<file path="config.mk">
export PLATFORM = sky130hd
export DESIGN_NAME = serial_rx_port
export DESIGN_NICKNAME = d
export VERILOG_FILES = /design/src/rtl/sap2_serial_pkg.sv /design/src/rtl/sync_2ff.sv /design/src/rtl/serial_rx_port.sv
export SDC_FILE = /design/constraint.sdc
export NUM_CORES = 1
export LEC_CHECK = 0
export BUFFER_PORTS_ARGS = -buffer_cell sky130_fd_sc_hd__buf_2
export CORE_ASPECT_RATIO = 1.1
export CORE_MARGIN = 1.5
export CORE_UTILIZATION = 50
export DETAILED_ROUTE_END_ITERATION = 8
export PLACE_DENSITY_LB_ADDON = 0.1
export RECOVER_POWER = 25
export SYNTH_ARGS = -nofsm -noshare
export SYNTH_HDL_FRONTEND = slang
export SYNTH_SLANG_ARGS = --single-unit
</file>
<file path="constraint.sdc">
create_clock -name CLK -period 2.4 [get_ports CLK]
set_clock_uncertainty 0.2 [all_clocks]
set_input_delay 0.72 -clock CLK [delete_from_list [all_inputs] [get_ports CLK]]
set_output_delay 0.72 -clock CLK [all_outputs]
set_load 0.05 [all_outputs]
</file>
<file path="src/rtl/sap2_serial_pkg.sv">
// Shared definitions for the SAP-II serial ports: receive FSM states, bit timing
// defaults and frame-length constants, which the transmit port will also use.
package sap2_serial_pkg;

  localparam int DEFAULT_CLKS_PER_BIT = 16;
  localparam int DATA_BITS            = 8;
  localparam int START_BITS           = 1;
  localparam int STOP_BITS            = 1;
  localparam int FRAME_BITS_8N1       = START_BITS + DATA_BITS + STOP_BITS;
  localparam int FRAME_BITS_8E1       = FRAME_BITS_8N1 + 1;

  typedef enum logic [2:0] {
    IDLE,
    START,
    DATA,
    PARITY,
    STOP
  } rx_state_e;

  // Even parity: the transmitted parity bit makes the total count of ones even.
  function automatic logic even_parity(input logic [DATA_BITS-1:0] d);
    return ^d;
  endfunction

endpackage

</file>
<file path="src/rtl/sync_2ff.sv">
// Single-bit two-flop synchroniser that resets to 1 (idle level of a serial line).
// Shared by the serial receive port and the keyboard input.
module sync_2ff (
  input  logic clk,
  input  logic rst,
  input  logic d,
  output logic q
);

  logic meta;

  always_ff @(posedge clk or posedge rst) begin
    if (rst) begin
      meta <= 1'b1;
      q    <= 1'b1;
    end else begin
      // NOTE: non-blocking, so q takes meta's value from before this edge and
      // the chain really is two flops deep.
      meta <= d;
      q    <= meta;
    end
  end

endmodule

</file>
<file path="src/rtl/serial_rx_port.sv">
// SAP-II serial receive port: 8N1 deserialiser (8E1 when SERIAL_RX_PARITY_EN is
// defined) feeding a one-byte holding register consumed by a one-cycle rd strobe.
module serial_rx_port
  import sap2_serial_pkg::*;
#(
  parameter int CLKS_PER_BIT = DEFAULT_CLKS_PER_BIT
) (
  input  logic                 CLK,
  input  logic                 CLR,
  input  logic                 serial_in,
  input  logic                 rd,
  output logic [DATA_BITS-1:0] data_out,
  output logic                 ready,
  output logic                 overrun,
  output logic                 framing_err,
  output logic                 parity_err
);

  localparam int               CNT_W    = $clog2(CLKS_PER_BIT + 1);
  localparam logic [CNT_W-1:0] HALF_BIT = CNT_W'(CLKS_PER_BIT / 2);
  localparam logic [CNT_W-1:0] FULL_BIT = CNT_W'(CLKS_PER_BIT);
  localparam logic [2:0]       LAST_BIT = 3'(DATA_BITS - 1);

  rx_state_e            state, state_next;
  logic                 rx_s;
  logic                 rx_prev;
  logic [1:0]           primed_sr;
  logic                 rx_fall;
  logic [CNT_W-1:0]     clk_cnt;
  logic [2:0]           bit_cnt;
  logic [DATA_BITS-1:0] shift_reg;
  logic                 cnt_restart;
  logic                 shift_en;
  logic                 frame_end;
  logic                 parity_fail;

  sync_2ff u_sync (
    .clk (CLK),
    .rst (CLR),
    .d   (serial_in),
    .q   (rx_s)
  );

  // The synchroniser's reset value is not a real line level: rx_prev only follows
  // rx_s once both flops hold sampled data, so a line held low through reset is
  // not mistaken for a start edge.
  always_ff @(posedge CLK or posedge CLR) begin
    if (CLR) begin
      primed_sr <= '0;
      rx_prev   <= 1'b0;
    end else begin
      primed_sr <= {primed_sr[0], 1'b1};
      rx_prev   <= primed_sr[1] ? rx_s : 1'b0;
    end
  end

  assign rx_fall = rx_prev & ~rx_s;

  always_ff @(posedge CLK or posedge CLR) begin
    if (CLR) state <= IDLE;
    else     state <= state_next;
  end

  always_comb begin
    // NOTE: every output of this block gets a default first so that no path
    // through the case statement can infer a latch.
    state_next  = state;
    cnt_restart = 1'b0;
    shift_en    = 1'b0;
    frame_end   = 1'b0;
    case (state)
      IDLE: begin
        if (rx_fall) begin
          state_next  = START;
          cnt_restart = 1'b1;
        end
      end
      START: begin
        if (clk_cnt == HALF_BIT) begin
          cnt_restart = 1'b1;
          state_next  = rx_s ? IDLE : DATA;
        end
      end
      DATA: begin
        if (clk_cnt == FULL_BIT) begin
          cnt_restart = 1'b1;
          shift_en    = 1'b1;
          if (bit_cnt == LAST_BIT) begin
`ifdef SERIAL_RX_PARITY_EN
            state_next = PARITY;
`else
            state_next = STOP;
`endif
          end
        end
      end
      PARITY: begin
        if (clk_cnt == FULL_BIT) begin
          cnt_restart = 1'b1;
          state_next  = STOP;
        end
      end
      STOP: begin
        if (clk_cnt == FULL_BIT) begin
          frame_end  = 1'b1;
          state_next = IDLE;
        end
      end
      default: state_next = IDLE;
    endcase
  end

  // clk_cnt numbers the cycles of the current bit: 1 on the cycle after the start
  // edge or a sample point, so sample points fall at HALF_BIT then every FULL_BIT.
  always_ff @(posedge CLK or posedge CLR) begin
    if (CLR) begin
      clk_cnt   <= '0;
      bit_cnt   <= '0;
      shift_reg <= '0;
    end else begin
      if (state_next == IDLE) clk_cnt <= '0;
      else if (cnt_restart)   clk_cnt <= CNT_W'(1);
      else                    clk_cnt <= clk_cnt + 1'b1;

      if (state == START)  bit_cnt <= '0;
      else if (shift_en)   bit_cnt <= bit_cnt + 1'b1;

      if (shift_en) shift_reg <= {rx_s, shift_reg[DATA_BITS-1:1]};
    end
  end

`ifdef SERIAL_RX_PARITY_EN
  logic parity_bad_q;

  always_ff @(posedge CLK or posedge CLR) begin
    if (CLR)                              parity_bad_q <= 1'b0;
    else if (state == PARITY && cnt_restart) parity_bad_q <= even_parity(shift_reg) ^ rx_s;
  end

  assign parity_fail = parity_bad_q;
`else
  assign parity_fail = 1'b0;
  assign parity_err  = 1'b0;
`endif

  // A read clears first; a completing frame on the same edge then overrides, which
  // gives the swap-in-place behaviour when rd and a good frame coincide.
  always_ff @(posedge CLK or posedge CLR) begin
    if (CLR) begin
      data_out    <= '0;
      ready       <= 1'b0;
      overrun     <= 1'b0;
      framing_err <= 1'b0;
`ifdef SERIAL_RX_PARITY_EN
      parity_err  <= 1'b0;
`endif
    end else begin
      if (rd) begin
        ready       <= 1'b0;
        overrun     <= 1'b0;
        framing_err <= 1'b0;
`ifdef SERIAL_RX_PARITY_EN
        parity_err  <= 1'b0;
`endif
      end
      if (frame_end) begin
        if (!rx_s) framing_err <= 1'b1;
`ifdef SERIAL_RX_PARITY_EN
        if (parity_fail) parity_err <= 1'b1;
`endif
        if (rx_s && !parity_fail) begin
          if (ready && !rd) begin
            overrun <= 1'b1;
          end else begin
            data_out <= shift_reg;
            ready    <= 1'b1;
          end
        end
      end
    end
  end

endmodule

</file>
==> results of run 1 <==
[placed cells by master (no fill, tap or decap), drive strengths merged, types with 2 or more instances in the layout]
| cell | instances |
|---|---|
| or3b | 2 |
| buf | 14 |
| clkbuf | 8 |
| nand3 | 3 |
| dfstp | 2 |
| nand2 | 4 |
| o22ai | 2 |
| inv | 6 |
| dfrtp | 33 |
| and2 | 2 |
| o21ai | 2 |
| mux2 | 17 |
| xor2 | 2 |
| ha | 4 |
| nor2 | 7 |
| nor3 | 3 |
| conb | 2 |
| a22o | 5 |
[report_power, final]
group / internal (mW) / leakage (nW) / switching [mW]
Sequential: 0.637 / 0.469 / 0.0748
Clock: 0.246 / 0.0482 / 0.192
Combinational: 0.129 / 0.402 / 0.129
[cell families (layout without fill, tap and decap cells)]
| logic type | count (synthesis) | count (layout) | synth area share (%) |
|---|---|---|---|
| buf+inv | 11 | 30 | 4.98 |
| flops | 35 | 35 | 54.6 |
| other cells | 2 | 2 | 0.467 |
| fa+ha+maj | 4 | 4 | 3.11 |
| compound gates | 17 | 17 | 9.25 |
| mux | 17 | 17 | 13.8 |
| xor+xnor | 3 | 3 | 1.63 |
| simple gates | 30 | 30 | 12.2 |
[stage by stage]
stage | util [%] | hold WS (ns) | cell area [um2]
after detailed placement | 55.1 | 0.148 | 1680
final | 57.7 | 0.0435 | 1760
after global routing | 57.7 | 0.0225 | 1760
after floorplan | - | 0.131 | 1610
after CTS | 57.9 | 0.0282 | 1770
after global placement | 55.1 | 0.135 | 1680
[how the worst max path moves through the flow]
| stage | to | slack [ns] |
|---|---|---|
| after floorplan | clk_cnt[0] | 0.48 |
| after global placement | clk_cnt[0] | 0.37 |
| after detailed placement | data_out[2] | 0.32 |
| after CTS | data_out[7] | 0.32 |
| after global routing | clk_cnt[0] | 0.21 |
| final | data_out[6] | 0.31 |
[layer usage]
metal	GRT usage (%)	vias to the layer above	wire [um]
met2	22.8	18	1050
met4	6.98	0	36
met5	0	-	0
met1	23.4	461	1200
li1	-	455	-
met3	5.59	6	94
[synth_stat cells (2+ instances only)]
| master | n | share of area (%) |
|---|---|---|
| ha_1 | 4 | 3.1 |
| buf_6 | 2 | 1.4 |
| dfstp_2 | 2 | 3.3 |
| nor2_1 | 6 | 1.4 |
| mux2_4 | 8 | 7.5 |
| o21ai_0 | 2 | 0.62 |
| o22ai_1 | 2 | 0.78 |
| xor2_1 | 2 | 1.1 |
| mux2_2 | 2 | 1.4 |
| or3b_1 | 2 | 1.1 |
| a22o_1 | 5 | 2.7 |
| nor3_1 | 3 | 0.93 |
| inv_1 | 6 | 1.4 |
| conb_1 | 2 | 0.47 |
| nand2_1 | 2 | 0.47 |
| dfrtp_1 | 33 | 51 |
| mux2_1 | 7 | 4.9 |
| nand3_1 | 3 | 0.93 |
| clkbuf_8 | 2 | 1.7 |
[worst max-delay path: stages (launching register included)]
cell and delay (ns):
dfrtp_1 0.41, inv_1 0.09, ha_1 0.15, and4bb_1 0.39
and4_4 0.30, nand2_4 0.12, mux2_4 0.32
[area by class of cell]
| cell class | instances | area (um2) |
|---|---|---|
| Fill cell | 253 | 1290 |
| Tap cell | 34 | 42.5 |
| Clock buffer | 6 | 51.3 |
| Multi-Input combinational cell | 73 | 651 |
| Inverter | 6 | 22.5 |
| Timing Repair Buffer | 16 | 77.6 |
| Sequential cell | 35 | 878 |
| Clock inverter | 2 | 35.0 |
==> reports/results.tsv, run 1 <==
metric	value	unit
core_area	3050	um2
antenna_left	0	
clockBufferDepth	2	
worstMarginPinSlew	1.10	ns
critPathLaunch	clk_cnt[0]	
ys_seq_area_share	54.6	%
synth-edff-count	0	
total_power	1.41	mW
vias	940	
cap_violations	0	
setup_viol	0	
synth_cells	119	
die_area	3570	um2
dp.cells	164	
cts_resized	0	
place_worst_setup_slack	0.324	ns
cts_tree	done	
synth_fp_nets	127	
cts_buffers	5	
die_w	57.1	um
wl_per_cell	13.8	um
dr.pass1.iters	4	
grt.total_usage	16.4	%
outcome	finished, final reports clean	
synthArstFlopShare	100	%
rsz0062_at_grt	false	
drtIter0Drc	31	
grt_pass1_wl	4.49	mm
timing.rr.start	clk_cnt[0]	
power.density	801	nW/um2
postCtsSetupBuffers	0	
rrSetupSlack	0.31	ns
synth-main-ff-cell	dfrtp_1	
cts-root-buf	clkbuf_4	
slew_headroom	27.0	%
die_h	62.5	um
maxClockFrequency	480	MHz
reg2regPathDepth	6	
final_cells	172	
fin_nets	145	
cp_data_required_time	2.42	ns
dp_hpwl	1.70	mm
routabilityCongestion	0.761	
synth_warnings	0	
ys_seq_elements	35	
synthDistinctLibCells	43	
routed_wl	2.38	mm
drv_slew	0	
worst_slack	0.315	ns
period_share	86.9	%
io_buffers	14	
drive_gt1_share	29.7	%
hold_path_class	in -> async	
overflow	0	
final.setup.tns	0	ns
path_clk_slew	0.10	ns
rr_endpoint	data_out[6]	
peakVddDrop	0.583	mV
crit_type	reg -> reg	
first_global_vias	949	
syn_area_per_cell	13.5	um2
clock_sinks	35	
cp_max_fo	9	
ctsHtreeMaxLevel	2	
arrival	2.10	ns
antenna_found_initial	0	
leakage	0.920	nW
period_minus_slack	2.09	ns
area.growth.synth_to_final	9.25	%
hold_viol_final	0	
initial_utilization	52.8	%
diodes	0	
hold_buffers	0	
clk_latency	0.33	ns
grt_max_degree	22	
post_drt_via_cell_ratio	5.47	
worstSetupStartpointType	register	
row_count	21	
endpoint_kind	register	
synth.cell_area	1610	um2
drc	0	
num_io_pins	16	
Power figures use the tool's default switching activity.
==> run 2: changes to the inputs <==
- CORE_UTILIZATION: 50 -> 45
==> run 2 against run 1 <==
Sequential power barely moved. Setup slack improved by 0.0065 ns. Total power fell by 9.3%. Final cell count grew 7.6%. Sequential share of layout area is 0.50 points higher. Largest power group unchanged. Register-to-register slack is essentially flat. Worst hold slack gained 0.12 ns. Clock power fell by 30%. Die area grew 11%. Critical path depth is the same. First-iteration DRC count is 13% higher.
==> reports/results.tsv, run 2 (synthesized netlist as in run 1, its figures left out) <==
metric	value	unit	change
worstPathCellList	inv_1 -> ha_1 -> and4bb_1 -> and2_4 -> nand2_2 -> mux2_1		
hold_path_class	reg -> reg		
setup_viol	0		unchanged
drive_gt1_share	29.2	%	-0.51 points
vias	923		-1.8%
cts_buffers	5		unchanged
area.growth.synth_to_final	8.16	%	
crit_path_top_delay_cell	dfrtp_1		
grt_util_met3	6.50	%	+0.91 points
peakVddDrop	0.302	mV	-48%
endpoint_kind	register		
cap_violations	0		unchanged
maxClockFrequency	481	MHz	+0.31%
diodes	0		unchanged
clk_latency	0.33	ns	about the same
dp_hpwl	1.71	mm	+0.79%
cp_data_required_time	2.42	ns	about the same
arrival	2.10	ns	about the same
cts_resized	0		unchanged
path_clk_slew	0.11	ns	about the same
routabilityCongestion	0.703		-7.6%
post_drt_via_cell_ratio	4.99		-8.7%
overflow	0		unchanged
busiest_layer	met2		
final.setup.tns	0	ns	unchanged
grt_use_met1	19.8	%	-3.6 points
wl_per_cell	13.4	um	-2.8%
leakage	0.901	nW	-2.0%
cts-root-buf	clkbuf_4		
num_io_pins	16		unchanged
worstSetupStartpointType	register		
slew_headroom	44.9	%	+18 points
mostFrequentLayoutCells	dfrtp_1, buf_2, mux2_4, mux2_1		
hold_buffers	0		unchanged
met2_usage	21.1	%	-1.8 points
row_count	22		+4.8%
clockBufferDepth	2		unchanged
cp_max_fo	9		unchanged
cts_tree	done		
drv_slew	0		unchanged
routed_wl	2.49	mm	+4.5%
die_h	65.7	um	+5.2%
die_w	60.0	um	+5.1%
hold_viol_final	0		unchanged
die_area	3940	um2	+11%
worst_slack	0.321	ns	+0.00645 ns
outcome	finished, final reports clean		
grt_max_degree	36		+64%
ctsHtreeMaxLevel	2		unchanged
io_buffers	14		unchanged
place_worst_setup_slack	0.313	ns	-0.0113 ns
core_area	3390	um2	+11%
slowest_delay	0.41	ns	about the same
crit_type	reg -> reg		
drc	0		unchanged
grt_pass1_wl	4.23	mm	-5.8%
drtIter0Drc	35		+13%
clock_sinks	35		unchanged
period_minus_slack	2.08	ns	-0.00645 ns
power.density	734	nW/um2	-8.4%
antenna_left	0		unchanged
first_global_vias	897		-5.5%
grt.total_usage	15.1	%	-1.3 points
postCtsSetupBuffers	0		unchanged
rsz0062_at_grt	false		
final_common_cell	dfrtp_1		
period_share	86.6	%	-0.27 points
dr.pass1.iters	4		unchanged
initial_utilization	47.5	%	-5.3 points
fin_nets	144		-0.69%
antenna_found_initial	0		unchanged
worstMarginPinSlew	0.826	ns	-0.270 ns
[run 2: cell types whose count changed in the layout (fill, tap and decap cells not counted), sizes merged]
cell      previous run  this run
bufinv               1         0
clkbuf               8         7
clkinvlp             0         1
[run 2: path summary, 6_finish.rpt]
kind                       slack (ns)      endpoint         from  cells after the start
min reg2reg                      0.17      u_sync.q  u_sync.meta                      0
max reg2reg                      0.32  shift_reg[5]   clk_cnt[0]                      6
min                              0.17      u_sync.q  u_sync.meta                      0
min in group asynchronous        0.40    clk_cnt[4]          CLR                      3
max                              0.32  shift_reg[5]   clk_cnt[0]                      6
max in group asynchronous        1.08       rx_prev          CLR                      3
[run 2: through the flow]
stage	util, %	cell area [um2]	total power [mW]	hold WS (ns)	std cells
2_1_floorplan	-	1610	0.961	0.131	119
3_3_place_gp	49.9	1690	0.979	0.135	177
3_5_place_dp	49.9	1690	0.986	0.146	177
4_1_cts	51.5	1740	1.30	0.166	185
5_1_grt	51.4	1740	1.36	0.172	185
6_report	51.4	1740	1.28	0.167	185
[run 2: per-layer routing]
| metal | share of wire, % | wire (um) |
|---|---|---|
| met1 | 48 | 1200 |
| met2 | 46 | 1140 |
| met3 | 3.5 | 88 |
| met4 | 2.2 | 55 |
| met5 | 0 | 0 |
[run 2: final cells by class]
| cell class | instances | area [um2] |
|---|---|---|
| multi-input combinational | 73 | 651 |
| inverter | 6 | 22.5 |
| timing repair buffer | 15 | 75.1 |
| tap | 48 | 60.1 |
| fill | 316 | 1650 |
| sequential | 35 | 878 |
| clock buffer | 6 | 41.3 |
| clock inverter | 2 | 12.5 |
[run 2: power by group]
| group | switching (mW) | total, mW | internal [mW] |
|---|---|---|---|
| clock | 0.195 | 0.308 | 0.113 |
| combinational | 0.128 | 0.256 | 0.128 |
| sequential | 0.0764 | 0.713 | 0.637 |
| total | 0.399 | 1.28 | 0.878 |
[run 2: worst max-delay path, delay by kind of cell (launching register included)]
kind          cells  cell delay [ns]
simple gates      3             0.77
buf+inv           1             0.08
mux               1             0.37
flops             1             0.41
fa+ha+maj         1             0.15
